## src/rtl/uart_fifo.sv

```systemverilog
// uart_fifo: memory-mapped 8N1 UART with TX and RX FIFOs for the FemtoRV IO page.
//
// Ports:
//   clk, resetn        system clock; asynchronous active-low reset
//   rstrb, wstrb       CPU read / write strobes
//   sel_dat            data register: write pushes a TX byte, read gives {rx_valid, rx_head}
//   sel_cntl           status register; writing 1 to bits 3/4/5 clears rx_ovr/frame_err/tx_ovf
//   sel_div            baud divisor in clk cycles per bit (clamped to MIN_DIV)
//   wdata, rdata       write data; combinational read data (0 when nothing is selected)
//   RXD, TXD           serial input (asynchronous) and output
//   brk                one-cycle pulse whenever 0x03 is received with a valid stop bit
module uart_fifo #(
   parameter int unsigned FIFO_DEPTH  = 16,
   parameter int unsigned DEFAULT_DIV = 104,
   parameter int unsigned MIN_DIV     = 4
) (
   input  logic        clk,
   input  logic        resetn,
   input  logic        rstrb,
   input  logic        wstrb,
   input  logic        sel_dat,
   input  logic        sel_cntl,
   input  logic        sel_div,
   input  logic [31:0] wdata,
   output logic [31:0] rdata,
   input  logic        RXD,
   output logic        TXD,
   output logic        brk
);

   localparam int unsigned AW = (FIFO_DEPTH > 1) ? $clog2(FIFO_DEPTH) : 1;
   localparam int unsigned CW = AW + 1;

   typedef enum logic [1:0] {TxIdle, TxStart, TxData, TxStop} tx_state_t;
   typedef enum logic [2:0] {RxIdle, RxStart, RxData, RxStop, RxWaitHigh} rx_state_t;

   // Bus decode
   logic w_dat_wr, w_dat_rd, w_ctl_wr, w_div_wr;
   assign w_dat_wr = wstrb & sel_dat;
   assign w_dat_rd = rstrb & sel_dat;
   assign w_ctl_wr = wstrb & sel_cntl;
   assign w_div_wr = wstrb & sel_div;

   // Divisor register
   logic [15:0] r_div;
   always_ff @(posedge clk or negedge resetn) begin
      if (!resetn) begin
         r_div <= 16'(DEFAULT_DIV);
      end else if (w_div_wr) begin
         r_div <= (wdata[15:0] < 16'(MIN_DIV)) ? 16'(MIN_DIV) : wdata[15:0];
      end
   end

   // TX FIFO
   logic [7:0]    r_tx_mem [FIFO_DEPTH];
   logic [AW-1:0] r_tx_wp, r_tx_rp;
   logic [CW-1:0] r_tx_cnt;
   logic          w_tx_full, w_tx_empty, w_tx_push, w_tx_pop;
   logic [7:0]    w_tx_head;

   assign w_tx_full  = (r_tx_cnt == CW'(FIFO_DEPTH));
   assign w_tx_empty = (r_tx_cnt == '0);
   // A full FIFO refuses the write even if the engine pops in the same cycle.
   assign w_tx_push  = w_dat_wr & ~w_tx_full;
   assign w_tx_head  = r_tx_mem[r_tx_rp];

   always_ff @(posedge clk or negedge resetn) begin
      if (!resetn) begin
         r_tx_wp  <= '0;
         r_tx_rp  <= '0;
         r_tx_cnt <= '0;
      end else begin
         if (w_tx_push) r_tx_wp <= r_tx_wp + 1'b1;
         if (w_tx_pop)  r_tx_rp <= r_tx_rp + 1'b1;
         case ({w_tx_push, w_tx_pop})
            2'b10:   r_tx_cnt <= r_tx_cnt + 1'b1;
            2'b01:   r_tx_cnt <= r_tx_cnt - 1'b1;
            default: r_tx_cnt <= r_tx_cnt;
         endcase
      end
   end

   always_ff @(posedge clk) begin
      if (w_tx_push) r_tx_mem[r_tx_wp] <= wdata[7:0];
   end

   // RX FIFO
   logic [7:0]    r_rx_mem [FIFO_DEPTH];
   logic [AW-1:0] r_rx_wp, r_rx_rp;
   logic [CW-1:0] r_rx_cnt;
   logic          w_rx_full, w_rx_empty, w_rx_push, w_rx_pop, w_rx_valid;
   logic [7:0]    w_rx_head;
   logic          r_rx_push;
   logic [7:0]    r_rx_byte;

   assign w_rx_full  = (r_rx_cnt == CW'(FIFO_DEPTH));
   assign w_rx_empty = (r_rx_cnt == '0);
   assign w_rx_valid = ~w_rx_empty;
   assign w_rx_pop   = w_dat_rd & ~w_rx_empty;
   // At full, a simultaneous CPU pop frees the slot the new byte lands in.
   assign w_rx_push  = r_rx_push & (~w_rx_full | w_rx_pop);
   assign w_rx_head  = r_rx_mem[r_rx_rp];

   always_ff @(posedge clk or negedge resetn) begin
      if (!resetn) begin
         r_rx_wp  <= '0;
         r_rx_rp  <= '0;
         r_rx_cnt <= '0;
      end else begin
         if (w_rx_push) r_rx_wp <= r_rx_wp + 1'b1;
         if (w_rx_pop)  r_rx_rp <= r_rx_rp + 1'b1;
         case ({w_rx_push, w_rx_pop})
            2'b10:   r_rx_cnt <= r_rx_cnt + 1'b1;
            2'b01:   r_rx_cnt <= r_rx_cnt - 1'b1;
            default: r_rx_cnt <= r_rx_cnt;
         endcase
      end
   end

   always_ff @(posedge clk) begin
      if (w_rx_push) r_rx_mem[r_rx_wp] <= r_rx_byte;
   end

   // TX engine
   tx_state_t   r_tx_state, w_tx_state_d;
   logic [15:0] r_tx_bcnt, w_tx_bcnt_d, r_tx_div, w_tx_div_d;
   logic [2:0]  r_tx_bit, w_tx_bit_d;
   logic [7:0]  r_tx_shift, w_tx_shift_d;
   logic        w_tx_bit_end, w_tx_idle;

   assign w_tx_bit_end = (r_tx_bcnt == r_tx_div - 16'd1);
   assign w_tx_idle    = w_tx_empty & (r_tx_state == TxIdle);

   always_ff @(posedge clk or negedge resetn) begin
      if (!resetn) begin
         r_tx_state <= TxIdle;
         r_tx_bcnt  <= '0;
         r_tx_div   <= 16'(DEFAULT_DIV);
         r_tx_bit   <= '0;
         r_tx_shift <= '0;
      end else begin
         r_tx_state <= w_tx_state_d;
         r_tx_bcnt  <= w_tx_bcnt_d;
         r_tx_div   <= w_tx_div_d;
         r_tx_bit   <= w_tx_bit_d;
         r_tx_shift <= w_tx_shift_d;
      end
   end

   always_comb begin
      w_tx_state_d = r_tx_state;
      w_tx_bcnt_d  = r_tx_bcnt;
      w_tx_div_d   = r_tx_div;
      w_tx_bit_d   = r_tx_bit;
      w_tx_shift_d = r_tx_shift;
      w_tx_pop     = 1'b0;
      TXD          = 1'b1;
      case (r_tx_state)
         TxIdle: begin
            if (!w_tx_empty) begin
               w_tx_pop     = 1'b1;
               w_tx_shift_d = w_tx_head;
               w_tx_div_d   = r_div;
               w_tx_bcnt_d  = '0;
               w_tx_state_d = TxStart;
            end
         end
         TxStart: begin
            TXD = 1'b0;
            if (w_tx_bit_end) begin
               w_tx_bcnt_d  = '0;
               w_tx_bit_d   = '0;
               w_tx_state_d = TxData;
            end else begin
               w_tx_bcnt_d = r_tx_bcnt + 16'd1;
            end
         end
         TxData: begin
            TXD = r_tx_shift[0];
            if (w_tx_bit_end) begin
               w_tx_bcnt_d  = '0;
               w_tx_shift_d = {1'b0, r_tx_shift[7:1]};
               w_tx_bit_d   = r_tx_bit + 3'd1;
               if (r_tx_bit == 3'd7) w_tx_state_d = TxStop;
            end else begin
               w_tx_bcnt_d = r_tx_bcnt + 16'd1;
            end
         end
         TxStop: begin
            if (w_tx_bit_end) begin
               w_tx_bcnt_d = '0;
               // Chain straight into the next frame so back-to-back bytes have no gap.
               if (!w_tx_empty) begin
                  w_tx_pop     = 1'b1;
                  w_tx_shift_d = w_tx_head;
                  w_tx_div_d   = r_div;
                  w_tx_state_d = TxStart;
               end else begin
                  w_tx_state_d = TxIdle;
               end
            end else begin
               w_tx_bcnt_d = r_tx_bcnt + 16'd1;
            end
         end
         default: w_tx_state_d = TxIdle;
      endcase
   end

   // RX synchroniser. Resetting to 0 means a line already low at reset release
   // is not mistaken for a start bit; a real high must be seen first.
   logic r_rxd_meta, r_rxd_sync, r_rxd_prev;
   always_ff @(posedge clk or negedge resetn) begin
      if (!resetn) begin
         r_rxd_meta <= 1'b0;
         r_rxd_sync <= 1'b0;
         r_rxd_prev <= 1'b0;
      end else begin
         r_rxd_meta <= RXD;
         r_rxd_sync <= r_rxd_meta;
         r_rxd_prev <= r_rxd_sync;
      end
   end

   // RX engine
   rx_state_t   r_rx_state, w_rx_state_d;
   logic [15:0] r_rx_bcnt, w_rx_bcnt_d, r_rx_div, w_rx_div_d;
   logic [2:0]  r_rx_bit, w_rx_bit_d;
   logic [7:0]  r_rx_shift, w_rx_shift_d;
   logic        w_rx_push_d, w_rx_ferr, w_rx_bit_end, w_rx_half_end;
   logic        r_brk;

   assign w_rx_bit_end  = (r_rx_bcnt == r_rx_div - 16'd1);
   assign w_rx_half_end = (r_rx_bcnt == (r_rx_div >> 1) - 16'd1);

   always_ff @(posedge clk or negedge resetn) begin
      if (!resetn) begin
         r_rx_state <= RxIdle;
         r_rx_bcnt  <= '0;
         r_rx_div   <= 16'(DEFAULT_DIV);
         r_rx_bit   <= '0;
         r_rx_shift <= '0;
         r_rx_push  <= 1'b0;
         r_rx_byte  <= '0;
         r_brk      <= 1'b0;
      end else begin
         r_rx_state <= w_rx_state_d;
         r_rx_bcnt  <= w_rx_bcnt_d;
         r_rx_div   <= w_rx_div_d;
         r_rx_bit   <= w_rx_bit_d;
         r_rx_shift <= w_rx_shift_d;
         r_rx_push  <= w_rx_push_d;
         if (w_rx_push_d) r_rx_byte <= r_rx_shift;
         // Break fires on every good 0x03, whether or not the FIFO accepted it.
         r_brk <= r_rx_push & (r_rx_byte == 8'h03);
      end
   end

   always_comb begin
      w_rx_state_d = r_rx_state;
      w_rx_bcnt_d  = r_rx_bcnt;
      w_rx_div_d   = r_rx_div;
      w_rx_bit_d   = r_rx_bit;
      w_rx_shift_d = r_rx_shift;
      w_rx_push_d  = 1'b0;
      w_rx_ferr    = 1'b0;
      case (r_rx_state)
         RxIdle: begin
            if (!r_rxd_sync && r_rxd_prev) begin
               w_rx_bcnt_d  = '0;
               w_rx_div_d   = r_div;
               w_rx_state_d = RxStart;
            end
         end
         RxStart: begin
            if (w_rx_half_end) begin
               w_rx_bcnt_d  = '0;
               w_rx_bit_d   = '0;
               w_rx_state_d = r_rxd_sync ? RxIdle : RxData;
            end else begin
               w_rx_bcnt_d = r_rx_bcnt + 16'd1;
            end
         end
         RxData: begin
            if (w_rx_bit_end) begin
               w_rx_bcnt_d  = '0;
               w_rx_shift_d = {r_rxd_sync, r_rx_shift[7:1]};
               w_rx_bit_d   = r_rx_bit + 3'd1;
               if (r_rx_bit == 3'd7) w_rx_state_d = RxStop;
            end else begin
               w_rx_bcnt_d = r_rx_bcnt + 16'd1;
            end
         end
         RxStop: begin
            if (w_rx_bit_end) begin
               w_rx_bcnt_d = '0;
               if (r_rxd_sync) begin
                  w_rx_push_d  = 1'b1;
                  w_rx_state_d = RxIdle;
               end else begin
                  w_rx_ferr    = 1'b1;
                  w_rx_state_d = RxWaitHigh;
               end
            end else begin
               w_rx_bcnt_d = r_rx_bcnt + 16'd1;
            end
         end
         RxWaitHigh: begin
            if (r_rxd_sync) w_rx_state_d = RxIdle;
         end
         default: w_rx_state_d = RxIdle;
      endcase
   end

   assign brk = r_brk;

   // Sticky flags: a set in the same cycle as a clear wins.
   logic r_rx_ovr, r_ferr, r_tx_ovf;
   always_ff @(posedge clk or negedge resetn) begin
      if (!resetn) begin
         r_rx_ovr <= 1'b0;
         r_ferr   <= 1'b0;
         r_tx_ovf <= 1'b0;
      end else begin
         r_rx_ovr <= (r_rx_push & w_rx_full & ~w_rx_pop) | (r_rx_ovr & ~(w_ctl_wr & wdata[3]));
         r_ferr   <= w_rx_ferr | (r_ferr & ~(w_ctl_wr & wdata[4]));
         r_tx_ovf <= (w_dat_wr & w_tx_full) | (r_tx_ovf & ~(w_ctl_wr & wdata[5]));
      end
   end

   // Read mux
   logic [31:0] w_status;
   assign w_status = {8'h00, 8'(r_tx_cnt), 8'(r_rx_cnt), 2'b00,
                      r_tx_ovf, r_ferr, r_rx_ovr, w_tx_idle, w_tx_full, w_rx_valid};

   always_comb begin
      rdata = 32'h0;
      if (sel_dat)       rdata = {23'h0, w_rx_valid, w_rx_head};
      else if (sel_cntl) rdata = w_status;
      else if (sel_div)  rdata = {16'h0, r_div};
   end

endmodule

```

## config.mk

```make
export PLATFORM = sky130hd
export DESIGN_NAME = uart_fifo
export DESIGN_NICKNAME = d
export VERILOG_FILES = /design/src/rtl/uart_fifo.sv
export SDC_FILE = /design/constraint.sdc
export NUM_CORES = 1
export LEC_CHECK = 0
export CAP_MARGIN = 20
export CORE_MARGIN = 4
export CORE_UTILIZATION = 45
export CTS_CLUSTER_DIAMETER = 30
export CTS_CLUSTER_SIZE = 40
export DETAILED_ROUTE_END_ITERATION = 10
export PLACE_DENSITY = 0.61
export RECOVER_POWER = 50
export SLEW_MARGIN = 20
export SYNTH_ARGS = -nofsm -noshare
export SYNTH_HDL_FRONTEND = slang
export SYNTH_SLANG_ARGS = --single-unit
```

## constraint.sdc

```tcl
create_clock -name clk -period 4.4 [get_ports clk]
set_input_delay 0.66 -clock clk [delete_from_list [all_inputs] [get_ports clk]]
set_output_delay 0.66 -clock clk [all_outputs]
set_load 0.1 [all_outputs]
```

==> metrics.yaml <==
synthesis:
  syn-instance-count: 1357
  synth_top_area_share: 0.4054
  yosys.area.top_type: "edfxtp_1"
  seq_area_frac_synth: 0.6026
  synth_most_common_cell: "edfxtp_1"
  ys_top_cells_by_count: "edfxtp_1 (256), dfrtp_1 (140), nand2_1 (102)"
  netlist_area_mm2: 0.01896
  synthArstFlopShare: 0.3679
  yosys_warnings: 0
  ys_types: 81
  synthTopCellsByArea: "edfxtp_1 (41%), dfrtp_1 (18%), mux4_2 (9.5%)"
  syn_avg_cell_area_um2: 13.98
  synth_edf_count: 256
  synth_ff_type: "edfxtp_1"
  ys_seq_elements: 405
placement:
  port_buffers: 46
  placed_cells: 1892
  placed_cell_area_mm2: 0.02015
  gp_congestion: 0.8277
  dp_hpwl_um: 28450
layout:
  drive_gt1_frac: 0.2464
  fillers: 3241
  seqCellArea_mm2: 0.01143
  nets: 1525
  post-route-util: 0.5616
  multiInputGateArea_mm2: 0.007004
  finalInstanceArea_mm2: 0.02314
  area_growth_pct: 22.01
  instances_no_fill: 2055
sta:
  max_freq_mhz: 239.2
  setup_viol_count_final: 0
  finalCriticalPeriod_ns: 4.180
  clock_skew_ns: 0.02197
  period_share: 0.9500
  slew_headroom: -0.3965
  report.final.hold_viol_count: 0
  fin_tns_setup_ns: 0
  tightest_slew_ns: 2.095
  rsz0062_at_grt: "false"
  slew_violations: 152
power:
  p_leak_nw: 8.802
  vdd_drop_max_mv: 0.3366
  power_mw: 16.07
  p_per_area_mw_per_mm2: 694.6
grt:
  grt_pass1_wl_um: 68530
  grt_antenna_before_repair: 1
  grt_usage: 0.1952
  grt_max_degree: 80
  grt_pass1_vias: 11913
  grt_overflow_total: 0
setup_path:
  r2r_end: "r_tx_cnt[4]$_DFFE_PN0P_"
  r2r-start: "r_tx_div[3]$_DFFE_PN1P_"
  r2r_slack_ns: 0.26
  critPathKind: "reg2out"
  cp.required_ns: 3.74
  path_cells: "nor4_1 -> nor2b_1 -> and2_1 -> a22oi_1 -> o21ai_0 -> buf_12"
  max_stage_delay_ns: 0.71
  crit_slowest_cell: "nor4_1"
  end_kind: "output pin"
  path_max_fanout: 5
  critical_path_arrival_ns: 3.52
  cp-start-kind: "register"
  reg2regPathDepth: 16
die:
  core-area_mm2: 0.04120
  boundaryPins: 74
  die_h_um: 213.3
  placementRows: 74
  die-area_mm2: 0.04549
  die_x_um: 213.3
  start_util: 0.4603
outcome:
  status: "finished, violations left"
  violations: "max-capacitance violations, max-slew violations"
drt:
  wire_per_inst_um: 21.04
  drt_pre_antenna_iters: 5
  remaining_drc_errors: 0
  ant_nets: 0
  vias_per_cell: 5.687
  drtIter0Drc: 997
  drt-total-wl_um: 43240
  vias: 11686
clock_tree:
  cts_root_buf: "clkbuf_16"
  htreeDepth: 3
  clk_latency_ns: 0.59
  cts_tree: "built"
  cts_max_path_buffers: 3
  path_clk_slew_ns: 0.04
  cts_buffers: 87
  cts.sinks: 405
min_path:
  hp-start: "r_rxd_meta$_DFF_PN0_"
  worstHoldEndpoint: "r_rxd_sync$_DFF_PN0_"
  hp-class: "reg2reg"
  min_path_cells: 0
flow_run:
  maxCapViolations: 2
per-layer routing:
| metal | up-vias | routed length (µm) | GRT usage | share of wire |
|---|---|---|---|---|
| met5 | - | 0 | 0 | 0 |
| met4 | 0 | 915 | 0.05584 | 0.021 |
| met3 | 73 | 2388 | 0.04643 | 0.055 |
| met2 | 322 | 20510 | 0.3084 | 0.47 |
| met1 | 5923 | 19430 | 0.2733 | 0.45 |
| li1 | 5368 | - | - | - |
stage by stage:
step	hold slack, ns	setup slack (ns)
after floorplan	0.3312	0.01900
after CTS	0.1493	0.1860
after detailed placement	0.3396	0.2042
after global routing	0.3632	0.02697
after global placement	0.3436	0.2303
final	0.3497	0.2201
final cells by class:
type | count | share of cell area
Clock buffer | 99 | 0.09869
Antenna cell | 1 | 0.0001081
Sequential cell | 405 | 0.4940
Inverter | 47 | 0.007625
Tap cell | 532 | 0.02877
Multi-Input combinational cell | 828 | 0.3027
Clock inverter | 63 | 0.03126
Timing Repair Buffer | 80 | 0.03688
critical path: cells and delay by family, from the launching register on:
family / cells / cell delay [ns]
buffers and inverters: 1 / 0.26
AOI/OAI and AO/OA: 2 / 0.70
and+or+nand+nor: 3 / 1.55
DFF: 1 / 0.43
cell usage in the layout, fill, tap and decap left out, drive strengths merged, types with 8 or more instances in the layout:
cell	instances
nand2	102
nor2	63
a31oi	9
nand4	16
nor4	16
dfrtp	140
clkinv	31
or3	8
bufinv	11
nor3	32
a22oi	10
mux4	80
or4	11
and2	8
mux2i	10
dlygate4sd3	10
xor2	30
ha	34
dfstp	9
o21ai	56
inv	62
o31ai	8
a22o	11
and3	11
edfxtp	256
clkdlybuf4s50	14
o22ai	11
buf	50
conb	11
nor3b	8
mux2	63
a21oi	25
nand3	46
nor2b	8
clkbuf	105
nand2b	14
xnor2	48
timing repair:
action | in CTS | in global routing
hold buffers | 0 | 0
resized for setup | 0 | 3
endpoints found under the setup margin | 0 | 1
setup buffers | 0 | 0
where the power goes:
group / switching (mW) / internal (mW)
sequential: 0.743 / 4.53
clock: 2.14 / 4.41
combinational: 2.31 / 1.95
sequential cells by signal (all words and copies together) (netlist names), 2 cells and up:
register and cells:
r_tx_shift 8, r_rx_wp 4, r_rx_state 3, r_rx_cnt 5, r_rx_bcnt 16, r_rx_mem 128, r_tx_bit 3, r_tx_div 16
r_rx_byte 8, r_div 16, r_tx_state 2, r_tx_rp 4, r_rx_bit 3, r_tx_cnt 5, r_rx_div 16, r_tx_wp 4
r_tx_bcnt 16, r_rx_rp 4, r_tx_mem 128, r_rx_shift 8
cells by family (layout without fill, tap and decap cells):
| logic type | after synthesis | count (layout) | synth area share |
|---|---|---|---|
| multiplexers | 153 | 153 | 0.1389 |
| other | 1 | 12 | 0.0001977 |
| XOR/XNOR | 78 | 78 | 0.03602 |
| flip-flops | 405 | 405 | 0.6026 |
| AND/OR/NAND/NOR | 366 | 366 | 0.09969 |
| AO/OA/AOI/OAI | 184 | 184 | 0.06730 |
| adder cells (fa/ha/maj) | 36 | 36 | 0.02454 |
| buffers and inverters | 134 | 289 | 0.03081 |
worst max path at each step:
| stage | endpoint | slack [ns] | from |
|---|---|---|---|
| after floorplan | rdata[2] | 0.02 | r_tx_cnt[1]$_DFFE_PN0P_ |
| after global placement | r_tx_cnt[4]$_DFFE_PN0P_ | 0.23 | r_tx_div[0]$_DFFE_PN0P_ |
| after detailed placement | r_tx_cnt[4]$_DFFE_PN0P_ | 0.20 | r_tx_div[3]$_DFFE_PN1P_ |
| after CTS | r_tx_cnt[4]$_DFFE_PN0P_ | 0.19 | r_tx_div[2]$_DFFE_PN0P_ |
| after global routing | r_tx_cnt[4]$_DFFE_PN0P_ | 0.03 | r_tx_div[2]$_DFFE_PN0P_ |
| final | rdata[2] | 0.22 | r_tx_cnt[1]$_DFFE_PN0P_ |
No activity file was read; power rests on OpenSTA's default activity.
